$ cat src/rtl/vga_store_pkg.sv
// vga_store_pkg: field positions, FSM state encoding and queue entry layout
// shared by the VGA store buffer and its bench.
`default_nettype none

package vga_store_pkg;

    localparam int COLOR_LSB = 24;
    localparam int X_LSB     = 8;
    localparam int Y_LSB     = 0;
    localparam int CLEAR_BIT = 31;

    // Entry fields are sized to the full store-word fields; the top trims them.
    localparam int ENTRY_COLOR_W = 3;
    localparam int ENTRY_XY_W    = 8;

    typedef enum logic [1:0] {
        IDLE  = 2'd0,
        WRITE = 2'd1,
        CLEAR = 2'd2
    } state_t;

    typedef struct packed {
        logic [ENTRY_COLOR_W-1:0] color;
        logic [ENTRY_XY_W-1:0]    x;
        logic [ENTRY_XY_W-1:0]    y;
        logic                     clear;
    } entry_t;

endpackage

`default_nettype wire

$ cat src/rtl/vga_store_buffer_if.sv
// vga_store_buffer_if: pipeline store port plus framebuffer write port.
`default_nettype none

interface vga_store_buffer_if #(
    parameter int X_BITS     = 8,
    parameter int Y_BITS     = 7,
    parameter int COLOR_BITS = 3
);
    logic                       vga_we;
    logic [31:0]                vga_data;
    logic                       fb_grant;
    logic                       fb_we;
    logic [X_BITS+Y_BITS-1:0]   fb_addr;
    logic [COLOR_BITS-1:0]      fb_color;
    logic                       stall;
    logic                       empty;
    logic                       overflow;

    modport master (
        output vga_we, vga_data, fb_grant,
        input  fb_we, fb_addr, fb_color, stall, empty, overflow
    );

    modport slave (
        input  vga_we, vga_data, fb_grant,
        output fb_we, fb_addr, fb_color, stall, empty, overflow
    );
endinterface

`default_nettype wire

$ cat src/rtl/sync_fifo.sv
// sync_fifo: single-clock FIFO with show-ahead head, push/pop in the same cycle.
`default_nettype none

module sync_fifo #(
    parameter int WIDTH = 8,
    parameter int DEPTH = 8
) (
    input  wire logic                     clk,
    input  wire logic                     rst,
    input  wire logic                     push,
    input  wire logic [WIDTH-1:0]         push_data,
    input  wire logic                     pop,
    output logic      [WIDTH-1:0]         pop_data,
    output logic                          full,
    output logic                          empty,
    output logic      [$clog2(DEPTH):0]   count
);
    localparam int AW = $clog2(DEPTH);
    localparam int CW = AW + 1;

    logic [WIDTH-1:0] r_mem [DEPTH];
    logic [AW-1:0]    r_wr_ptr;
    logic [AW-1:0]    r_rd_ptr;
    logic [CW-1:0]    r_count;
    logic             w_do_push;
    logic             w_do_pop;

    assign full      = (r_count == CW'(DEPTH));
    assign empty     = (r_count == '0);
    assign count     = r_count;
    assign pop_data  = r_mem[r_rd_ptr];
    assign w_do_push = push && !full;
    assign w_do_pop  = pop && !empty;

    always_ff @(posedge clk) begin
        if (w_do_push) begin
            r_mem[r_wr_ptr] <= push_data;
        end
    end

    // Power-of-two depth lets the pointers wrap by natural overflow.
    always_ff @(posedge clk) begin
        if (rst) begin
            r_wr_ptr <= '0;
            r_rd_ptr <= '0;
            r_count  <= '0;
        end else begin
            if (w_do_push) r_wr_ptr <= r_wr_ptr + 1'b1;
            if (w_do_pop)  r_rd_ptr <= r_rd_ptr + 1'b1;
            case ({w_do_push, w_do_pop})
                2'b10:   r_count <= r_count + 1'b1;
                2'b01:   r_count <= r_count - 1'b1;
                default: r_count <= r_count;
            endcase
        end
    end

endmodule

`default_nettype wire

$ cat src/rtl/vga_store_buffer.sv
// vga_store_buffer: queues pipeline pixel stores and drains them to the framebuffer
// only on granted cycles. Optional macro VGA_STORE_CLEAR_EN adds a full-screen clear.
`default_nettype none

module vga_store_buffer
    import vga_store_pkg::*;
#(
    parameter int FIFO_DEPTH = 8,
    parameter int X_BITS     = 8,
    parameter int Y_BITS     = 7,
    parameter int COLOR_BITS = 3
) (
    input  wire logic         clk,
    input  wire logic         rst,
    vga_store_buffer_if.slave bus
);
    localparam int CNT_W = $clog2(FIFO_DEPTH) + 1;
    localparam int A_W   = X_BITS + Y_BITS;
`ifdef VGA_STORE_CLEAR_EN
    localparam logic [A_W-1:0] c_last_addr = '1;
`endif

    state_t           r_state;
    state_t           w_next_state;
    entry_t           w_in;
    entry_t           w_head;
    logic             w_push;
    logic             w_pop;
    logic             w_full;
    logic             w_fifo_empty;
    logic [CNT_W-1:0] w_count;
    logic             w_fb_we;
    logic             w_empty;
    logic [A_W-1:0]   r_addr;
    logic [COLOR_BITS-1:0] r_color;
    logic             r_overflow;
    logic             w_unused;

    always_comb begin
        w_in       = '0;
        w_in.color = bus.vga_data[COLOR_LSB +: ENTRY_COLOR_W];
        w_in.x     = bus.vga_data[X_LSB +: ENTRY_XY_W];
        w_in.y     = bus.vga_data[Y_LSB +: ENTRY_XY_W];
`ifdef VGA_STORE_CLEAR_EN
        w_in.clear = bus.vga_data[CLEAR_BIT];
`endif
    end

    assign w_push   = bus.vga_we && !w_full;
    assign w_unused = ^{bus.vga_data[CLEAR_BIT], bus.vga_data, w_head, w_count};

    sync_fifo #(
        .WIDTH ($bits(entry_t)),
        .DEPTH (FIFO_DEPTH)
    ) u_fifo (
        .clk       (clk),
        .rst       (rst),
        .push      (w_push),
        .push_data (w_in),
        .pop       (w_pop),
        .pop_data  (w_head),
        .full      (w_full),
        .empty     (w_fifo_empty),
        .count     (w_count)
    );

    always_ff @(posedge clk) begin
        if (rst) r_state <= IDLE;
        else     r_state <= w_next_state;
    end

    always_comb begin
        w_next_state = r_state;
        case (r_state)
            IDLE, WRITE: begin
                if (w_pop) begin
`ifdef VGA_STORE_CLEAR_EN
                    if (w_head.clear) w_next_state = CLEAR;
                    else              w_next_state = WRITE;
`else
                    w_next_state = WRITE;
`endif
                end else begin
                    w_next_state = IDLE;
                end
            end
`ifdef VGA_STORE_CLEAR_EN
            CLEAR: begin
                if (bus.fb_grant && (r_addr == c_last_addr)) w_next_state = IDLE;
            end
`endif
            default: w_next_state = IDLE;
        endcase
    end

    always_comb begin
        w_pop   = 1'b0;
        w_fb_we = 1'b0;
        case (r_state)
            IDLE: begin
                w_pop = !w_fifo_empty && bus.fb_grant;
            end
            WRITE: begin
                w_fb_we = 1'b1;
                w_pop   = !w_fifo_empty && bus.fb_grant;
            end
`ifdef VGA_STORE_CLEAR_EN
            CLEAR: begin
                w_fb_we = bus.fb_grant;
            end
`endif
            default: begin
                w_pop   = 1'b0;
                w_fb_we = 1'b0;
            end
        endcase
        w_empty = (w_count == '0) && (r_state == IDLE);
    end

    // During a clear sweep r_addr doubles as the sweep address.
    always_ff @(posedge clk) begin
        if (rst) begin
            r_addr     <= '0;
            r_color    <= '0;
            r_overflow <= 1'b0;
        end else begin
            if (bus.vga_we && w_full) r_overflow <= 1'b1;
            if (w_pop) begin
                r_color <= w_head.color[COLOR_BITS-1:0];
                r_addr  <= w_head.clear ? '0
                                        : {w_head.y[Y_BITS-1:0], w_head.x[X_BITS-1:0]};
            end
`ifdef VGA_STORE_CLEAR_EN
            else if ((r_state == CLEAR) && bus.fb_grant && (r_addr != c_last_addr)) begin
                r_addr <= r_addr + 1'b1;
            end
`endif
        end
    end

    assign bus.fb_we    = w_fb_we;
    assign bus.fb_addr  = r_addr;
    assign bus.fb_color = r_color;
    assign bus.stall    = w_full;
    assign bus.empty    = w_empty;
    assign bus.overflow = r_overflow;

endmodule

`default_nettype wire

$ cat src/flat_wrapper.sv
// flat-port wrapper written by rule: the top's interface ports become plain ports
module vga_store_buffer_flat import vga_store_pkg::*;
#(
    parameter int FIFO_DEPTH = 8,
    parameter int X_BITS     = 8,
    parameter int Y_BITS     = 7,
    parameter int COLOR_BITS = 3
)
  (clk, rst, bus_vga_we, bus_vga_data, bus_fb_grant, bus_fb_we, bus_fb_addr, bus_fb_color, bus_stall, bus_empty, bus_overflow);
  vga_store_buffer_if #(.X_BITS(X_BITS), .Y_BITS(Y_BITS), .COLOR_BITS(COLOR_BITS)) bus_i ();
  input  wire logic clk;
  input  wire logic rst;
  input wire logic [$bits(bus_i.vga_we)-1:0] bus_vga_we;
  input wire logic [$bits(bus_i.vga_data)-1:0] bus_vga_data;
  input wire logic [$bits(bus_i.fb_grant)-1:0] bus_fb_grant;
  output wire logic [$bits(bus_i.fb_we)-1:0] bus_fb_we;
  output wire logic [$bits(bus_i.fb_addr)-1:0] bus_fb_addr;
  output wire logic [$bits(bus_i.fb_color)-1:0] bus_fb_color;
  output wire logic [$bits(bus_i.stall)-1:0] bus_stall;
  output wire logic [$bits(bus_i.empty)-1:0] bus_empty;
  output wire logic [$bits(bus_i.overflow)-1:0] bus_overflow;
  assign bus_i.vga_we = bus_vga_we;
  assign bus_i.vga_data = bus_vga_data;
  assign bus_i.fb_grant = bus_fb_grant;
  assign bus_fb_we = bus_i.fb_we;
  assign bus_fb_addr = bus_i.fb_addr;
  assign bus_fb_color = bus_i.fb_color;
  assign bus_stall = bus_i.stall;
  assign bus_empty = bus_i.empty;
  assign bus_overflow = bus_i.overflow;
  vga_store_buffer #(.FIFO_DEPTH(FIFO_DEPTH), .X_BITS(X_BITS), .Y_BITS(Y_BITS), .COLOR_BITS(COLOR_BITS)) u_core (.clk(clk), .rst(rst), .bus(bus_i));
endmodule
$ cat config.mk
export PLATFORM = sky130hd
export DESIGN_NAME = vga_store_buffer_flat
export DESIGN_NICKNAME = d
export VERILOG_FILES = /design/src/rtl/vga_store_pkg.sv /design/src/rtl/vga_store_buffer_if.sv /design/src/rtl/sync_fifo.sv /design/src/rtl/vga_store_buffer.sv /design/src/flat_wrapper.sv
export SDC_FILE = /design/constraint.sdc
export NUM_CORES = 1
export LEC_CHECK = 0
export CORE_AREA = 2 2 124 126
export CTS_BUF_LIST = sky130_fd_sc_hd__clkbuf_16
export DETAILED_ROUTE_END_ITERATION = 6
export DIE_AREA = 0 0 126 128
export GPL_TIMING_DRIVEN = 0
export PLACE_DENSITY = 0.73
export SETUP_SLACK_MARGIN = 0.5
export SYNTH_ARGS = -nofsm -noshare
export SYNTH_HDL_FRONTEND = slang
export SYNTH_HIERARCHICAL = 1
export SYNTH_SLANG_ARGS = --single-unit
export TNS_END_PERCENT = 1
$ cat constraint.sdc
create_clock -name clk -period 3.9 [get_ports clk]
set_input_delay 0.585 -clock clk [delete_from_list [all_inputs] [get_ports clk]]
set_output_delay 0.585 -clock clk [all_outputs]
set_load 0.005 [all_outputs]
==> results.md <==
- Filler Cell Count: 1063
- CP startpoint kind: register
- Pin count of the biggest net entering global routing: 17
- Maximum VDD drop: 0.364 mV
- Share of the core filled with cells: 0.590
- Sequential cell area in the final layout: 5230 um2
- Skew-Pair Late Insertion Delay: 430 ps
- Least setup slack across all paths after layout: 836 ps
- Detailed Routing Iterations Pass 1: 5
- Chip height: 128 um
- Setup slack at placement: 637 ps
- PD cells: 592 nW/um2
- Root Buffer Master: sky130_fd_sc_hd__clkbuf_16
- Switching Fraction: 0.258
- Overall fraction of global-route tracks in use: 0.193
- Routed wire length: 14700 um
- Remaining number of nets flagged by the antenna check after routing: 0
- Average instance area after synthesis: 19.2 um2
- Final RePlAce weighted congestion: 0.704
- Cts bufs inserted: 17
- HPWL Detailed: 9520 um
- Setup violations, final: 0
- Clock-pin slew of the registers on the worst-case setup and hold paths: 60 ps
- Combinational Power Share: 0.230
- Max Root-Sink Buffers: 2
- Sequential share of power: 0.464
- IO Port Bufs: 43
- Total number of vias: 3862
- Sw Pwr: 1340 uW
- Int Pwr: 3850 uW
- Detail-routed via count per cell: 5.81
- Total gr overflow: 0
- Initial antenna violation count: 0
- Width of the die: 126 um
- Sink count of the clock tree: 185
- Final routed wire length divided by cell count: 22.1 um
- Top-level port count: 58
- Achievable Freq: 326 MHz
- Area of the multi-input gates: 2020 um2
- Least-Margin Pin Slew: 995 ps
- Number of global-route vias before repair: 3887
- Unrepaired setup endpoints after global routing: false
- Maximum net fanout on the critical path: 9
- Antenna cells: 0
- Number of warnings printed during yosys synthesis: 6
- Wire length of the first global-routing pass: 22400 um
- DRT iter0 DRCs: 248
- Drt drc: 0
- Signed area change from the synthesized netlist to the final layout: 19.5%
- Hold_buf cts: 0
- Number of max-slew violations in the final report: 0
- Post-CTS Repair Setup Buffers: 0
- Min Clock Period, post-route: 3060 ps
- Cell count after synthesis: 383
- Leakage component of the power: 0.00291 uW
- Nets: 505
- WP data arrival: 3200 ps
- Layout cell share with drive strength beyond 1: 0.178
- Core Footprint: 14900 um2
- Endpoint class of the critical path: register
- Worst clock skew: 9.17 ps
- Total die area: 16100 um2
- Final period utilization: 0.786
- Crit path required time: 4030 ps
- Relative contribution of the clock network to total power: 0.306
- Placed instance area: 8230 um2
- Setup Crit Path Kind: register to register
- TritonCTS clock tree: yes
- Cell row count: 45
- CTS H-tree depth: 4
- Post-synthesis instance area: 7340 um2
- Tightest Hold Check Type: register to register
- Max-cap violation count: 0
- Final cell area excluding filler cells: 8770 um2
- Number of cells upsized or downsized after cts: 0
- Final hold violation count: 0
- Max_slew headroom: 0.332
- Run status: finished, final reports clean
- Initial Utilization: 0.494
cell usage in the layout, fill, tap and decap left out, drive strengths merged:
| cell type | instances |
|---|---|
| edfxtp | 152 |
| clkdlybuf4s50 | 43 |
| mux4 | 38 |
| dfxtp | 33 |
| clkbuf | 28 |
| nand2 | 26 |
| a21oi | 22 |
| buf | 22 |
| mux2 | 21 |
| nand3b | 15 |
| nor2 | 15 |
| clkinv | 10 |
| conb | 8 |
| xor2 | 6 |
| ha | 5 |
| nor3 | 5 |
| inv | 4 |
| nand3 | 3 |
| nand2b | 3 |
| bufinv | 2 |
| nor2b | 2 |
| mux2i | 2 |
| nor4 | 2 |
| clkinvlp | 1 |
| or4 | 1 |
| o41a | 1 |
| or4b | 1 |
| xnor2 | 1 |
| o21ai | 1 |
| or3 | 1 |
| nor4b | 1 |
| a41oi | 1 |
| o41ai | 1 |
power by group through the flow:
stage,clock [uW],combinational (uW),sequential (uW)
2_1_floorplan,0,761,2430
3_3_place_gp,0,1120,2440
3_5_place_dp,0,1190,2450
4_1_cts,1620,1200,2410
5_1_grt,1690,1270,2430
6_report,1590,1190,2410
cell type report:
cell class	count	share of cell area
clock inverters	15	0.0136
clock buffers	17	0.0485
plain buffers	21	0.0168
repair buffers	55	0.0666
well taps	188	0.0268
inverters	2	0.00143
flip-flops and latches	185	0.596
multi-input cells	182	0.231
state kept, by name, indices dropped and copies added, names as in the netlist, named ones only:
name	cells
u_core/bus.fb_addr	15
u_core/bus.fb_color	3
u_core/bus.overflow	1
u_core/r_state	1
u_core/u_fifo/count	4
u_core/u_fifo/r_mem	152
u_core/u_fifo/r_rd_ptr	3
u_core/u_fifo/r_wr_ptr	3
worst max-delay path, stage by stage (launching register included):
cell	delay, ps
sky130_fd_sc_hd__dfxtp_1	500
sky130_fd_sc_hd__or4b_4	190
sky130_fd_sc_hd__buf_6	120
sky130_fd_sc_hd__inv_1	60
sky130_fd_sc_hd__nor2b_1	490
sky130_fd_sc_hd__nand3_1	340
sky130_fd_sc_hd__nor3_2	640
sky130_fd_sc_hd__buf_6	250
sky130_fd_sc_hd__buf_6	170
worst paths after layout:
kind,end,startpoint,depth (start not counted),slack (ps)
max,u_core/u_fifo/r_mem[4][10],u_core/u_fifo/count[0],8,840
max reg2reg,u_core/u_fifo/r_mem[4][10],u_core/u_fifo/count[0],8,840
min,u_core/bus.fb_addr[10],u_core/bus.fb_addr[10],2,460
min reg2reg,u_core/bus.fb_addr[10],u_core/bus.fb_addr[10],2,460
per-stage QoR:
stage,hold slack [ps],power [uW],cells,TNS [ps]
after global routing,486,5390,665,0
after floorplan,448,3190,390,0
after detailed placement,452,3640,633,0
after global placement,443,3560,621,-89410
final,455,5190,665,0
after CTS,458,5230,665,0
layer usage:
metal,up-vias,GRT usage,routed length (um)
li1,1705,-,-
met1,2006,0.262,6430
met2,123,0.310,7210
met3,28,0.0330,714
met4,0,0.0879,353
met5,-,0,0
Power figures use the tool's default switching activity.
